--- src/rtl/ds18b20_scan_scheduler.sv ---
// Shares one DS18B20 measurement engine across NUM_CH 1-Wire buses: owns the
// 1 us timebase, scan triggering, bus muxing, conversion timeout and results.
module ds18b20_scan_scheduler #(
   parameter int CLK_DIV         = 50,
   parameter int NUM_CH          = 4,
   parameter int SCAN_PERIOD_MS  = 1000,
   parameter int CONV_TIMEOUT_MS = 1000,
   parameter int GUARD_US        = 1000
) (
   input  logic                     sysclk,
   input  logic                     rst_n,
   input  logic                     trigger,
   output logic                     clk1mhz_en,
   output logic                     meas_start,
   output logic                     eng_rst_n,
   input  logic                     eng_dq_out,
   output logic                     eng_dq_in,
   input  logic                     meas_done,
   input  logic                     meas_ok,
   input  logic [15:0]              eng_temp,
   output logic [NUM_CH-1:0]        bus_dq_out,
   input  logic [NUM_CH-1:0]        bus_dq_in,
   output logic [16*NUM_CH-1:0]     temp_all,
   output logic [NUM_CH-1:0]        valid,
   output logic [NUM_CH-1:0]        err,
   output logic                     busy,
   output logic [2:0]               cur_ch,
   output logic                     scan_done
);

   localparam int PW       = (CLK_DIV > 1) ? $clog2(CLK_DIV) : 1;
   localparam int TW       = (CONV_TIMEOUT_MS > 0) ? $clog2(CONV_TIMEOUT_MS + 1) : 1;
   localparam int GW       = (GUARD_US > 0) ? $clog2(GUARD_US + 1) : 1;
   localparam int SW       = (SCAN_PERIOD_MS > 1) ? $clog2(SCAN_PERIOD_MS) : 1;
   localparam int PER_LAST = (SCAN_PERIOD_MS > 0) ? SCAN_PERIOD_MS - 1 : 0;

   typedef enum logic [2:0] {S_IDLE, S_START, S_WAIT, S_STORE, S_GUARD, S_FINISH} state_t;

   state_t          state, state_nx;
   logic [PW-1:0]   presc;
   logic [9:0]      us_cnt;
   logic [SW-1:0]   per_cnt;
   logic [TW-1:0]   to_cnt;
   logic [GW-1:0]   g_cnt;
   logic            pending;
   logic            ok_q;
   logic [15:0]     temp_q;
   logic            ms_tick, auto_req, req, timeout, guard_done, last_ch, to_fire;

   assign clk1mhz_en = (presc == PW'(CLK_DIV - 1));
   assign ms_tick    = clk1mhz_en && (us_cnt == 10'd999);
   assign auto_req   = (SCAN_PERIOD_MS > 0) && ms_tick && (per_cnt == SW'(PER_LAST));
   assign req        = trigger || auto_req;
   assign timeout    = (to_cnt == TW'(CONV_TIMEOUT_MS));
   assign guard_done = (g_cnt == GW'(GUARD_US));
   assign last_ch    = (cur_ch == 3'(NUM_CH - 1));
   assign to_fire    = (state == S_WAIT) && !meas_done && timeout;
   assign busy       = (state != S_IDLE);

   always_ff @(posedge sysclk or negedge rst_n) begin
      if (!rst_n) state <= S_IDLE;
      else        state <= state_nx;
   end

   // A done pulse arriving with the timeout takes priority over the timeout.
   always_comb begin
      state_nx   = state;
      meas_start = 1'b0;
      scan_done  = 1'b0;
      case (state)
         S_IDLE:   if (req || pending) state_nx = S_START;
         S_START: begin
            meas_start = 1'b1;
            state_nx   = S_WAIT;
         end
         S_WAIT: begin
            if (meas_done)    state_nx = S_STORE;
            else if (timeout) state_nx = S_GUARD;
         end
         S_STORE:  state_nx = S_GUARD;
         S_GUARD:  if (guard_done) state_nx = last_ch ? S_FINISH : S_START;
         S_FINISH: begin
            scan_done = 1'b1;
            state_nx  = S_IDLE;
         end
         default:  state_nx = S_IDLE;
      endcase
   end

   // Only the channel under service is connected, and only while a
   // measurement is in flight; the guard interval leaves every bus released.
   always_comb begin
      bus_dq_out = '1;
      eng_dq_in  = 1'b1;
      if (busy && (state == S_START || state == S_WAIT)) begin
         for (int k = 0; k < NUM_CH; k++) begin
            if (cur_ch == 3'(k)) begin
               bus_dq_out[k] = eng_dq_out;
               eng_dq_in     = bus_dq_in[k];
            end
         end
      end
   end

   always_ff @(posedge sysclk or negedge rst_n) begin
      if (!rst_n) begin
         presc     <= '0;
         us_cnt    <= '0;
         per_cnt   <= '0;
         to_cnt    <= '0;
         g_cnt     <= '0;
         pending   <= 1'b0;
         ok_q      <= 1'b0;
         temp_q    <= '0;
         eng_rst_n <= 1'b1;
         cur_ch    <= '0;
         temp_all  <= '0;
         valid     <= '0;
         err       <= '0;
      end else begin
         presc     <= clk1mhz_en ? '0 : presc + 1'b1;
         eng_rst_n <= !to_fire;
         if (clk1mhz_en) us_cnt <= (us_cnt == 10'd999) ? '0 : us_cnt + 10'd1;
         if (ms_tick)    per_cnt <= (per_cnt == SW'(PER_LAST)) ? '0 : per_cnt + 1'b1;

         if (state == S_START)                               to_cnt <= '0;
         else if (state == S_WAIT && ms_tick && !timeout)    to_cnt <= to_cnt + 1'b1;

         if (state != S_GUARD)                   g_cnt <= '0;
         else if (clk1mhz_en && !guard_done)     g_cnt <= g_cnt + 1'b1;

         if (state == S_IDLE) pending <= 1'b0;
         else if (req)        pending <= 1'b1;

         // meas_ok is only meaningful alongside meas_done, so capture it there.
         if (state == S_WAIT && meas_done) begin
            ok_q   <= meas_ok;
            temp_q <= eng_temp;
         end

         if (state == S_IDLE || state == S_FINISH)          cur_ch <= '0;
         else if (state == S_GUARD && guard_done && !last_ch) cur_ch <= cur_ch + 3'd1;

         for (int k = 0; k < NUM_CH; k++) begin
            if (cur_ch == 3'(k)) begin
               if (state == S_STORE) begin
                  if (ok_q) begin
                     temp_all[16*k +: 16] <= temp_q;
                     valid[k]             <= 1'b1;
                     err[k]               <= 1'b0;
                  end else begin
                     err[k] <= 1'b1;
                  end
               end else if (to_fire) begin
                  err[k] <= 1'b1;
               end
            end
         end
      end
   end

endmodule

--- config.mk ---
export PLATFORM = sky130hd
export DESIGN_NAME = ds18b20_scan_scheduler
export DESIGN_NICKNAME = d
export VERILOG_FILES = /design/src/rtl/ds18b20_scan_scheduler.sv
export SDC_FILE = /design/constraint.sdc
export NUM_CORES = 1
export LEC_CHECK = 0
export BUFFER_PORTS_ARGS = -buffer_cell sky130_fd_sc_hd__buf_2
export CORE_ASPECT_RATIO = 1.4
export CORE_MARGIN = 3
export CORE_UTILIZATION = 35
export DETAILED_ROUTE_END_ITERATION = 16
export PLACE_DENSITY = 0.57
export SLEW_MARGIN = 20
export SYNTH_ARGS = -nofsm -noshare
export SYNTH_HDL_FRONTEND = slang
export SYNTH_SLANG_ARGS = --single-unit
export TNS_END_PERCENT = 20
--- constraint.sdc ---
create_clock -name sysclk -period 3.18 [get_ports sysclk]
set_input_delay 0.954 -clock sysclk [delete_from_list [all_inputs] [get_ports sysclk]]
set_output_delay 0.954 -clock sysclk [all_outputs]
set_load 0.05 [all_outputs]
==> flow_summary.json <==
{
  "rsz0062_at_grt": "false",
  "antenna_cells": 0,
  "via_per_inst": 5.107,
  "layout.cells.non_filler": 919,
  "synth_seq_area_share": 0.5582,
  "dp.cells": 886,
  "layout_commonest_cell": "dfrtp_1",
  "final-hold-violation-count": 0,
  "core-area_um2": 17690,
  "overflow": 0,
  "layout-drive-gt1-share": 0.3953,
  "synth_edf_count": 0,
  "ant_nets": 0,
  "start_util": 0.3625,
  "required_ns": 2.23,
  "slowest_stage": "dfrtp_1",
  "powerDensity_nw_per_um2": 687.1,
  "tightest_slew_ns": 0.8962,
  "cts-root-buf": "clkbuf_16",
  "grt_pass1_wl_um": 25720,
  "clk_pin_slew_ns": 0.06,
  "grt_pass1_vias": 4969,
  "ys_types": 53,
  "yosysWarnings": 0,
  "gp_congestion": 0.8147,
  "slew_headroom": 0.3980,
  "cap_viol_max_count": 0,
  "die_y_um": 166.2,
  "slew_violations": 0,
  "io_pins": 111,
  "rows": 57,
  "cts_sinks": 143,
  "hpwl_um": 11090,
  "syn_area_um2": 6412,
  "mostFrequentLayoutCells": "dfrtp_1 (139), buf_2 (108), mux2_2 (85), nand2_1 (33), nor2_1 (30)",
  "grt_max_degree": 60,
  "setup_violations": 0,
  "p_leak_nw": 3.868,
  "route.vias.total": 4693,
  "ctsHtreeMaxLevel": 4,
  "fin_crit_sh": 0.9647,
  "cts_buffers": 17,
  "syn2layout_area_growth_pct": 23.92,
  "hp-class": "in2async",
  "synth_ff_type": "dfrtp_1",
  "fmaxAchievable_mhz": 326.0,
  "post_drt_wl_per_cell_um": 16.89,
  "startpoint_type": "flip-flop",
  "grt_usage": 0.1607,
  "cts.path.max_buffers": 2,
  "synth-async-reset-ratio": 1.000,
  "ys_ff_latch": 143,
  "nets": 709,
  "critPathMaxFanout": 5,
  "arrival_ns": 2.11,
  "syn-num-nets": 581,
  "skew_ns": 0.009042,
  "slowest_delay_ns": 0.42,
  "drcViolationCount": 0,
  "min_period_ns": 3.068,
  "crit_type": "reg2out",
  "netlist_instances": 542,
  "peakVddDrop_v": 0.0005270,
  "crit_top_cell": "buf_4",
  "clk_latency_ns": 0.42,
  "antenna_found_initial": 1,
  "die_x_um": 120.4,
  "drt-initial-drc-count": 189,
  "status": "finished clean",
  "cp-end-kind": "output port",
  "power_mw": 5.460,
  "wirelength_um": 15520,
  "syn_area_per_cell_um2": 11.83,
  "path_cells": "buf_4 > ha_1 > nor3_1 > a2111oi_2 > buf_4 > o22ai_2 > buf_4",
  "io_buffers": 110,
  "first_pass_iters": 4,
  "dieArea_um2": 20000,
  "cts_tree": "yes"
}
[metrics by stage]
stage          TNS (ns)  setup slack (ns)  hold slack [ns]    util  instance area [um^2]
2_1_floorplan         0            0.1870           0.4632       -                  6420
3_3_place_gp   -0.01368          -0.01368           0.4474  0.4160                  7358
3_5_place_dp          0           0.03350           0.4517  0.4160                  7358
4_1_cts               0           0.02252           0.4607  0.4480                  7924
5_1_grt               0          0.001271           0.4680  0.4493                  7946
6_report              0            0.1123           0.4470  0.4493                  7946
[logic make-up after synthesis]
group / share of synthesized area
xor gates and xnor gates: 0.01776
muxes: 0.1540
adders and majority gates: 0.02537
AOI/OAI and AO/OA: 0.06478
buffers and inverters: 0.02771
and+or+nand+nor: 0.1522
DFF: 0.5582
[synthesized netlist by cell type, types with 9 or more instances]
cell type,n,area share
xnor2_1,9,0.012
buf_2,9,0.0070
mux2_2,85,0.15
ha_1,13,0.025
nand4_1,12,0.012
dfrtp_1,142,0.55
clkbuf_1,12,0.0070
nand2_1,33,0.019
inv_1,21,0.012
nor2_1,30,0.018
o21ai_0,17,0.013
nand3_1,24,0.019
a21oi_1,18,0.014
or4_1,9,0.011
[layer usage]
layer,share of wire,GRT usage
met1,0.42,0.1924
met2,0.49,0.2660
met3,0.080,0.06610
met4,0.013,0.04487
met5,0.00084,0
[final timing paths]
path                       slack, ns           end  cells after the start  startpoint
setup reg to reg                0.55     to_cnt[9]                      6    presc[1]
setup / recovery                0.11     eng_dq_in                      7   cur_ch[1]
min in group sysclk             0.46      valid[1]                      1    valid[1]
hold / removal                  0.45      presc[2]                      1       rst_n
hold reg to reg                 0.46      valid[1]                      1    valid[1]
max in group asynchronous       2.05  temp_all[10]                      2       rst_n
[area by class of cell]
class | count | area (um^2)
Clock buffer | 18 | 429.2
Clock inverter | 14 | 121.4
Fill cell | 1709 | 9741
Inverter | 22 | 83.83
Multi-Input combinational cell | 355 | 2704
Sequential cell | 143 | 3583
Tap cell | 236 | 295.3
Timing Repair Buffer | 131 | 729.5
[critical path, delay by kind of cell, from the launching register on]
family / cells / cell delay, ns
buf+inv: 3 / 0.53
flops: 1 / 0.42
simple gates: 1 / 0.32
fa+ha+maj: 1 / 0.25
compound gates: 2 / 0.18
[flip-flops by register name, summed over array words and instances, names as in the netlist, 3 cells and up]
signal	cells
temp_all	64
temp_q	16
g_cnt	10
per_cnt	10
to_cnt	10
us_cnt	10
presc	6
err	4
valid	4
cur_ch	3
state	3
[power breakdown]
group	switching, mW	internal (mW)	total (mW)	leakage [nW]
sequential	0.230	2.07	2.29	1.91
combinational	0.856	0.441	1.30	1.70
clock	0.840	1.03	1.87	0.267
total	1.93	3.53	5.46	3.87
[repair_timing]
item | in CTS | in global routing
resized for setup | 5 | 7
hold buffers | 0 | 0
pin swaps | 1 | 0
endpoints found under the hold margin | 0 | 0
endpoints found under the setup margin | 1 | 5
setup buffers | 1 | 0
gates cloned | 0 | 0
(Power assumes the default switching activity.)
